[src/rtl/cd_sram_dp_pkg.sv]
// Shared types for the cd_sram_dp frame-buffer RAM wrapper.
// Holds the clear-sequencer state encoding.
package cd_sram_dp_pkg;

    typedef enum logic {
        ST_CLR = 1'b0,
        ST_RUN = 1'b1
    } clr_state_e;

endpackage

[src/rtl/cd_sram_core.sv]
// Simple-dual-port array with registered, read-first read port.
// Latency: 1 cycle read; the read register holds between reads. No backpressure.
// Backpressure: none; one read and one write accepted every cycle.
module cd_sram_core #(
    parameter int A_WIDTH     = 8,
    parameter int D_WIDTH     = 8,
    parameter int C_ASIC_SRAM = 0
) (
    input  logic               clk,
    input  logic               reset_n,
    input  logic               wen,
    input  logic [A_WIDTH-1:0] waddr,
    input  logic [D_WIDTH-1:0] wdata,
    input  logic               ren,
    input  logic [A_WIDTH-1:0] raddr,
    output logic [D_WIDTH-1:0] rdata
);

    localparam int DEPTH = 1 << A_WIDTH;

    logic [D_WIDTH-1:0] rdata_q;
    logic [D_WIDTH-1:0] rdata_d;

    generate
        if (C_ASIC_SRAM != 0) begin : g_macro
            // Behavioural view of the hard macro; the ASIC flow swaps this block for the vendor cell.
            logic [D_WIDTH-1:0] macro_mem [DEPTH];

            always_ff @(posedge clk) begin
                if (wen) begin
                    macro_mem[waddr] <= wdata;
                end
            end

            always_comb begin
                rdata_d = rdata_q;
                if (ren) begin
                    rdata_d = macro_mem[raddr];
                end
            end
        end else begin : g_infer
            logic [D_WIDTH-1:0] mem [DEPTH];

            always_ff @(posedge clk) begin
                if (wen) begin
                    mem[waddr] <= wdata;
                end
            end

            always_comb begin
                rdata_d = rdata_q;
                if (ren) begin
                    rdata_d = mem[raddr];
                end
            end
        end
    endgenerate

    always_ff @(posedge clk or negedge reset_n) begin
        if (!reset_n) begin
            rdata_q <= '0;
        end else begin
            rdata_q <= rdata_d;
        end
    end

    assign rdata = rdata_q;

endmodule

[src/rtl/cd_sram_dp.sv]
// Frame-buffer SRAM wrapper: post-reset clear sequencer, collision handling, read-valid strobe.
// Latency: RD_LAT (1 or 2) cycles from accepted re to rd/rd_vld. Backpressure: none; re/we dropped while busy.
module cd_sram_dp
    import cd_sram_dp_pkg::*;
#(
    parameter int A_WIDTH     = 8,
    parameter int D_WIDTH     = 8,
    parameter int RD_LAT      = 1,
    parameter int BYPASS      = 1,
    parameter int INIT_CLR    = 1,
    parameter int C_ASIC_SRAM = 0
) (
    input  logic               clk,
    input  logic               reset_n,
    input  logic [A_WIDTH-1:0] ra,
    input  logic               re,
    output logic [D_WIDTH-1:0] rd,
    output logic               rd_vld,
    input  logic [A_WIDTH-1:0] wa,
    input  logic [D_WIDTH-1:0] wd,
    input  logic               we,
    output logic               busy
);

    generate
        if (RD_LAT != 1 && RD_LAT != 2) begin : g_bad_rd_lat
            $error("cd_sram_dp: RD_LAT must be 1 or 2");
        end
        if (D_WIDTH < 1 || D_WIDTH > 64) begin : g_bad_d_width
            $error("cd_sram_dp: D_WIDTH must be 1..64");
        end
    endgenerate

    localparam clr_state_e         ST_RESET = (INIT_CLR != 0) ? ST_CLR : ST_RUN;
    localparam logic [A_WIDTH-1:0] CLR_LAST = '1;

    clr_state_e         state_q, state_d;
    logic [A_WIDTH-1:0] clr_cnt_q, clr_cnt_d;

    always_ff @(posedge clk or negedge reset_n) begin
        if (!reset_n) begin
            state_q   <= ST_RESET;
            clr_cnt_q <= '0;
        end else begin
            state_q   <= state_d;
            clr_cnt_q <= clr_cnt_d;
        end
    end

    always_comb begin
        state_d   = state_q;
        clr_cnt_d = clr_cnt_q;
        if (state_q == ST_CLR) begin
            clr_cnt_d = clr_cnt_q + 1'b1;
            if (clr_cnt_q == CLR_LAST) begin
                state_d   = ST_RUN;
                clr_cnt_d = '0;
            end
        end
    end

    assign busy = (state_q == ST_CLR);

    logic               rd_acc;
    logic               wr_acc;
    logic               collide;
    logic               mem_wen;
    logic [A_WIDTH-1:0] mem_waddr;
    logic [D_WIDTH-1:0] mem_wdata;
    logic [D_WIDTH-1:0] core_rdata;

    // The clear sequencer owns the write port outright while busy.
    always_comb begin
        rd_acc    = re & ~busy;
        wr_acc    = we & ~busy;
        collide   = rd_acc & wr_acc & (ra == wa);
        mem_wen   = busy | wr_acc;
        mem_waddr = busy ? clr_cnt_q : wa;
        mem_wdata = busy ? '0 : wd;
    end

    cd_sram_core #(
        .A_WIDTH     (A_WIDTH),
        .D_WIDTH     (D_WIDTH),
        .C_ASIC_SRAM (C_ASIC_SRAM)
    ) u_core (
        .clk     (clk),
        .reset_n (reset_n),
        .wen     (mem_wen),
        .waddr   (mem_waddr),
        .wdata   (mem_wdata),
        .ren     (rd_acc),
        .raddr   (ra),
        .rdata   (core_rdata)
    );

    logic               byp_sel_q, byp_sel_d;
    logic [D_WIDTH-1:0] byp_dat_q, byp_dat_d;
    logic               vld1_q, vld1_d;
    logic [D_WIDTH-1:0] rd1;

    // Bypass state only moves on accepted reads so stage-1 data holds like the core register.
    always_comb begin
        byp_sel_d = byp_sel_q;
        byp_dat_d = byp_dat_q;
        vld1_d    = rd_acc;
        if (rd_acc) begin
            byp_sel_d = (BYPASS != 0) && collide;
            if (collide) begin
                byp_dat_d = wd;
            end
        end
    end

    always_ff @(posedge clk or negedge reset_n) begin
        if (!reset_n) begin
            byp_sel_q <= 1'b0;
            byp_dat_q <= '0;
            vld1_q    <= 1'b0;
        end else begin
            byp_sel_q <= byp_sel_d;
            byp_dat_q <= byp_dat_d;
            vld1_q    <= vld1_d;
        end
    end

    assign rd1 = byp_sel_q ? byp_dat_q : core_rdata;

    generate
        if (RD_LAT == 2) begin : g_stage2
            logic [D_WIDTH-1:0] rd2_q, rd2_d;
            logic               vld2_q, vld2_d;

            always_comb begin
                rd2_d  = rd2_q;
                vld2_d = vld1_q;
                if (vld1_q) begin
                    rd2_d = rd1;
                end
            end

            always_ff @(posedge clk or negedge reset_n) begin
                if (!reset_n) begin
                    rd2_q  <= '0;
                    vld2_q <= 1'b0;
                end else begin
                    rd2_q  <= rd2_d;
                    vld2_q <= vld2_d;
                end
            end

            assign rd     = rd2_q;
            assign rd_vld = vld2_q;
        end else begin : g_stage1
            assign rd     = rd1;
            assign rd_vld = vld1_q;
        end
    endgenerate

endmodule

[config.mk]
export PLATFORM = sky130hd
export DESIGN_NAME = cd_sram_dp
export DESIGN_NICKNAME = d
export VERILOG_FILES = /design/src/rtl/cd_sram_dp_pkg.sv /design/src/rtl/cd_sram_core.sv /design/src/rtl/cd_sram_dp.sv
export SDC_FILE = /design/constraint.sdc
export NUM_CORES = 2
export LEC_CHECK = 0
export CAP_MARGIN = 5
export CELL_PAD_IN_SITES_DETAIL_PLACEMENT = 1
export CELL_PAD_IN_SITES_GLOBAL_PLACEMENT = 1
export CORE_ASPECT_RATIO = 1.2
export CORE_MARGIN = 3
export CORE_UTILIZATION = 50
export DETAILED_ROUTE_END_ITERATION = 10
export GPL_ROUTABILITY_DRIVEN = 0
export HOLD_SLACK_MARGIN = 0.05
export PLACE_DENSITY = 0.73
export SLEW_MARGIN = 30
export SYNTH_ARGS = -nofsm -noshare
export SYNTH_HDL_FRONTEND = slang
export SYNTH_SLANG_ARGS = --single-unit
[constraint.sdc]
create_clock -name clk -period 13.5 [get_ports clk]
set_input_delay 1.35 -clock clk [delete_from_list [all_inputs] [get_ports clk]]
set_output_delay 1.35 -clock clk [all_outputs]
set_load 0.02 [all_outputs]
==> results.yml <==
outcome:
  status: "completed"
timing:
  fmax_ghz: 0.188
  skew_ns: 0.0355
  fin_crit_sh_pct: 39.5
  drv_slew: 0
  relSlewSlack_pct: 24.3
  layout_min_cycle_time_ns: 5.33
  tightest_slew_ns: 1.13
  hold_viol: 0
  finalSetupViolCount: 0
  rsz0062_at_grt: "no"
  fin_tns_setup_ns: 0
setup_path:
  cp-end-kind: "register"
  path_buf_inv: 4
  path_cells: "buf_8 -> buf_4 -> buf_12 -> buf_4 -> mux4_2 -> mux2i_1 -> nor2_1 -> o41ai_1 -> nor4_1 -> a221o_1"
  r2r_setup_slack_ns: 9.58
  cp_slowest_stage_delay_ns: 0.80
  cp_max_fo: 107
  cp_slowest_cell: "buf_4"
  crit_family: "buffers and inverters"
  cp_common_cell: "buf_4"
  worstPathRequired_ns: 14.21
  worstSetupPathType: "in2reg"
  worstPathArrival_ns: 6.04
  critPathLaunchType: "primary input"
synthesis:
  synth_mux_area_share_pct: 14.3
  yosysUniqueCellTypes: 69
  yosys_warnings: 0
  synth_ff_type: "edfxtp_1"
  synth_edf_count: 2048
  syn_area_um2: 81400
  synth_top_family_by_area: "multiplexers"
  synth_xor_area_share_pct: 0.140
  synth-simple-area-share_pct: 3.00
  synth_compound_area_share_pct: 4.01
  ys_seq_elements: 2075
  syn-instance-count: 4074
  syn_nets: 4103
  ys_seq_area_share_pct: 76.4
  synthAdderAreaFrac_pct: 0.0154
  async_flop_share_pct: 1.30
  syn_area_per_cell_um2: 20.0
floorplan:
  fp.dieH_um: 448
  die_w_um: 374
  die_area_um2: 168000
  rows: 161
  core_area_um2: 161000
  initial_core_util_pct: 50.5
  ios: 38
global_route:
  antenna_found_initial: 4
  grt_max_degree: 217
  grt_pass1_wl_um: 326000
  grt_pass1_vias: 44000
  overflow: 0
  gr-usage-all-layers_pct: 27.2
clock_network:
  clk-insertion-delay-late_ns: 0.84
  htreeDepth: 4
  cts_root_buffer: "clkbuf_16"
  cts_made_buffers: 194
  cts_tree: "done"
  clk_path_buf_depth: 3
  ctsHoldBuffers: 0
  post_cts_resized: 0
  cts_sinks: 2075
  clkTransAtPathRegs_ns: 0.06
  cts_setup_buffers: 0
layout:
  syn_to_final_growth_pct: 10.7
  regArea_um2: 62200
  fill_cells: 13900
  final_common_cell: "edfxtp_1"
  finalNetCount: 4197
  multi_input_area_um2: 17700
  drive_gt1_share_pct: 18.3
  stdcell_count: 6451
  layout_common_cells: "edfxtp_1, mux4_2, mux2i_1, nor2_1, clkbuf_16"
power:
  p_per_area_nw_per_um2: 141
  p_sw_share_pct: 20.6
  seqPwrFrac_pct: 54.9
  p_int_w: 0.0101
  pwr-share-comb_pct: 3.0
  p_sw_w: 0.00261
  clkPwrFrac_pct: 42.1
  ir_drop_uv: 118
  p_leak_nw: 25.2
placement:
  hpwl_um: 139000
  place_inst: 6085
  io_buffers: 37
drt:
  drc_errors: 0
  routed_wl_um: 228000
  drtIter0Drc: 5340
  vias: 42300
  ant_nets: 0
  vias_per_cell: 6.56
  post_drt_wl_per_cell_um: 35.3
  drtPass1Iterations: 5
worst_hold_path:
  hp-class: "reg2reg"
run:
  drv_cap: 0
-- power by group through the flow --
stage | sequential (W) | combinational (W) | clock, W
floorplan | 0.00710 | 0.000251 | 0
global placement | 0.00710 | 0.000374 | 0
detailed placement | 0.00710 | 0.000377 | 0
CTS | 0.00697 | 0.000379 | 0.00540
global route | 0.00696 | 0.000394 | 0.00565
finish | 0.00697 | 0.000380 | 0.00534
-- routing by layer --
layer	global-route usage (%)	part of all wire (%)	up-vias
li1	-	-	17000
met3	5.14	8.1	514
met5	0	0.037	-
met4	13.5	5.5	12
met1	35.5	38	22600
met2	44.4	49	2172
-- synth_stat cells (all sizes together) (2+ instances only) --
master	n	share of area (%)
a22o	8	0.086
o31ai	5	0.046
nor3	27	0.17
nand3b	6	0.055
a211oi	47	0.43
edfxtp	2048	76
dfrtp	27	0.83
or3	6	0.046
mux2	18	0.25
and3	6	0.046
o221ai	54	0.60
o211ai	5	0.046
nand2b	11	0.085
a31oi	12	0.092
a32o	2	0.025
buf	164	1.7
o32ai	8	0.086
a221o	4	0.049
nand4	12	0.10
nor4	10	0.077
a211o	7	0.075
a22oi	72	0.68
or4	2	0.018
nand3	51	0.31
inv	11	0.051
o32a	2	0.025
mux2i	319	3.9
a221oi	2	0.022
nor2b	5	0.038
o22ai	116	0.89
o41ai	5	0.063
xor2	9	0.097
or3b	3	0.032
nor2	279	1.3
xnor2	4	0.043
a21oi	51	0.31
a311oi	2	0.022
mux4	363	10
a2111oi	8	0.094
nand2	129	0.60
and2	16	0.12
clkbuf	79	0.38
o21ai	49	0.30
-- logic make-up after synthesis --
logic type	count (synthesis)
mux	700
xor+xnor	13
buf+inv	256
compound gates	464
flops	2075
simple gates	565
fa+ha+maj	1
-- registers in the layout, indices dropped and copies added, names as in the netlist --
signal	flops
rd_vld	1
u_core.rdata	8
byp_dat_q	8
byp_sel_q	1
clr_cnt_q	8
u_core.g_infer.mem	2048
state_q	1
-- worst register-to-register path: cells and delay by family, from the launching register on --
kind                   cells  cell delay (ns)
DFF                        1             0.36
buffers and inverters      1             0.26
and+or+nand+nor            3             2.90
-- stage by stage --
stage	hold slack (ns)	utilization, %	instance area, um2	power, W	setup WS, ns
2_1_floorplan	0.455	-	81400	0.00735	8.06
3_3_place_gp	0.483	51.9	83600	0.00748	7.36
3_5_place_dp	0.496	51.9	83700	0.00748	7.40
4_1_cts	0.509	55.7	89800	0.0127	8.28
5_1_grt	0.527	55.9	90000	0.0130	8.08
6_report	0.502	55.9	90100	0.0127	8.17
-- area by class of cell --
cell class | instances | area share (%)
sequential | 2075 | 69.0
multi-input combinational | 1743 | 19.6
clock buffer | 244 | 5.70
tap | 2119 | 2.94
timing repair buffer | 142 | 1.53
clock inverter | 112 | 1.09
inverter | 12 | 0.0514
antenna | 4 | 0.0111
-- worst paths after layout --
kind	start	endpoint	cells after the start
max in group asynchronous	reset_n	u_core.rdata[5]$_DFFE_PN0N_	2
worst max-delay path	ra[1]	u_core.rdata[1]$_DFFE_PN0N_	10
worst min-delay path	byp_dat_q[3]$_DFFE_PN0P_	byp_dat_q[3]$_DFFE_PN0P_	1
worst max register to register	state_q$_DFF_PN0_	u_core.g_infer.mem[59][3]$_DFFE_PP_	4
worst min register to register	byp_dat_q[3]$_DFFE_PN0P_	byp_dat_q[3]$_DFFE_PN0P_	1
min in group asynchronous	reset_n	clr_cnt_q[1]$_DFFE_PN0N_	2
Power figures use the tool's default switching activity.
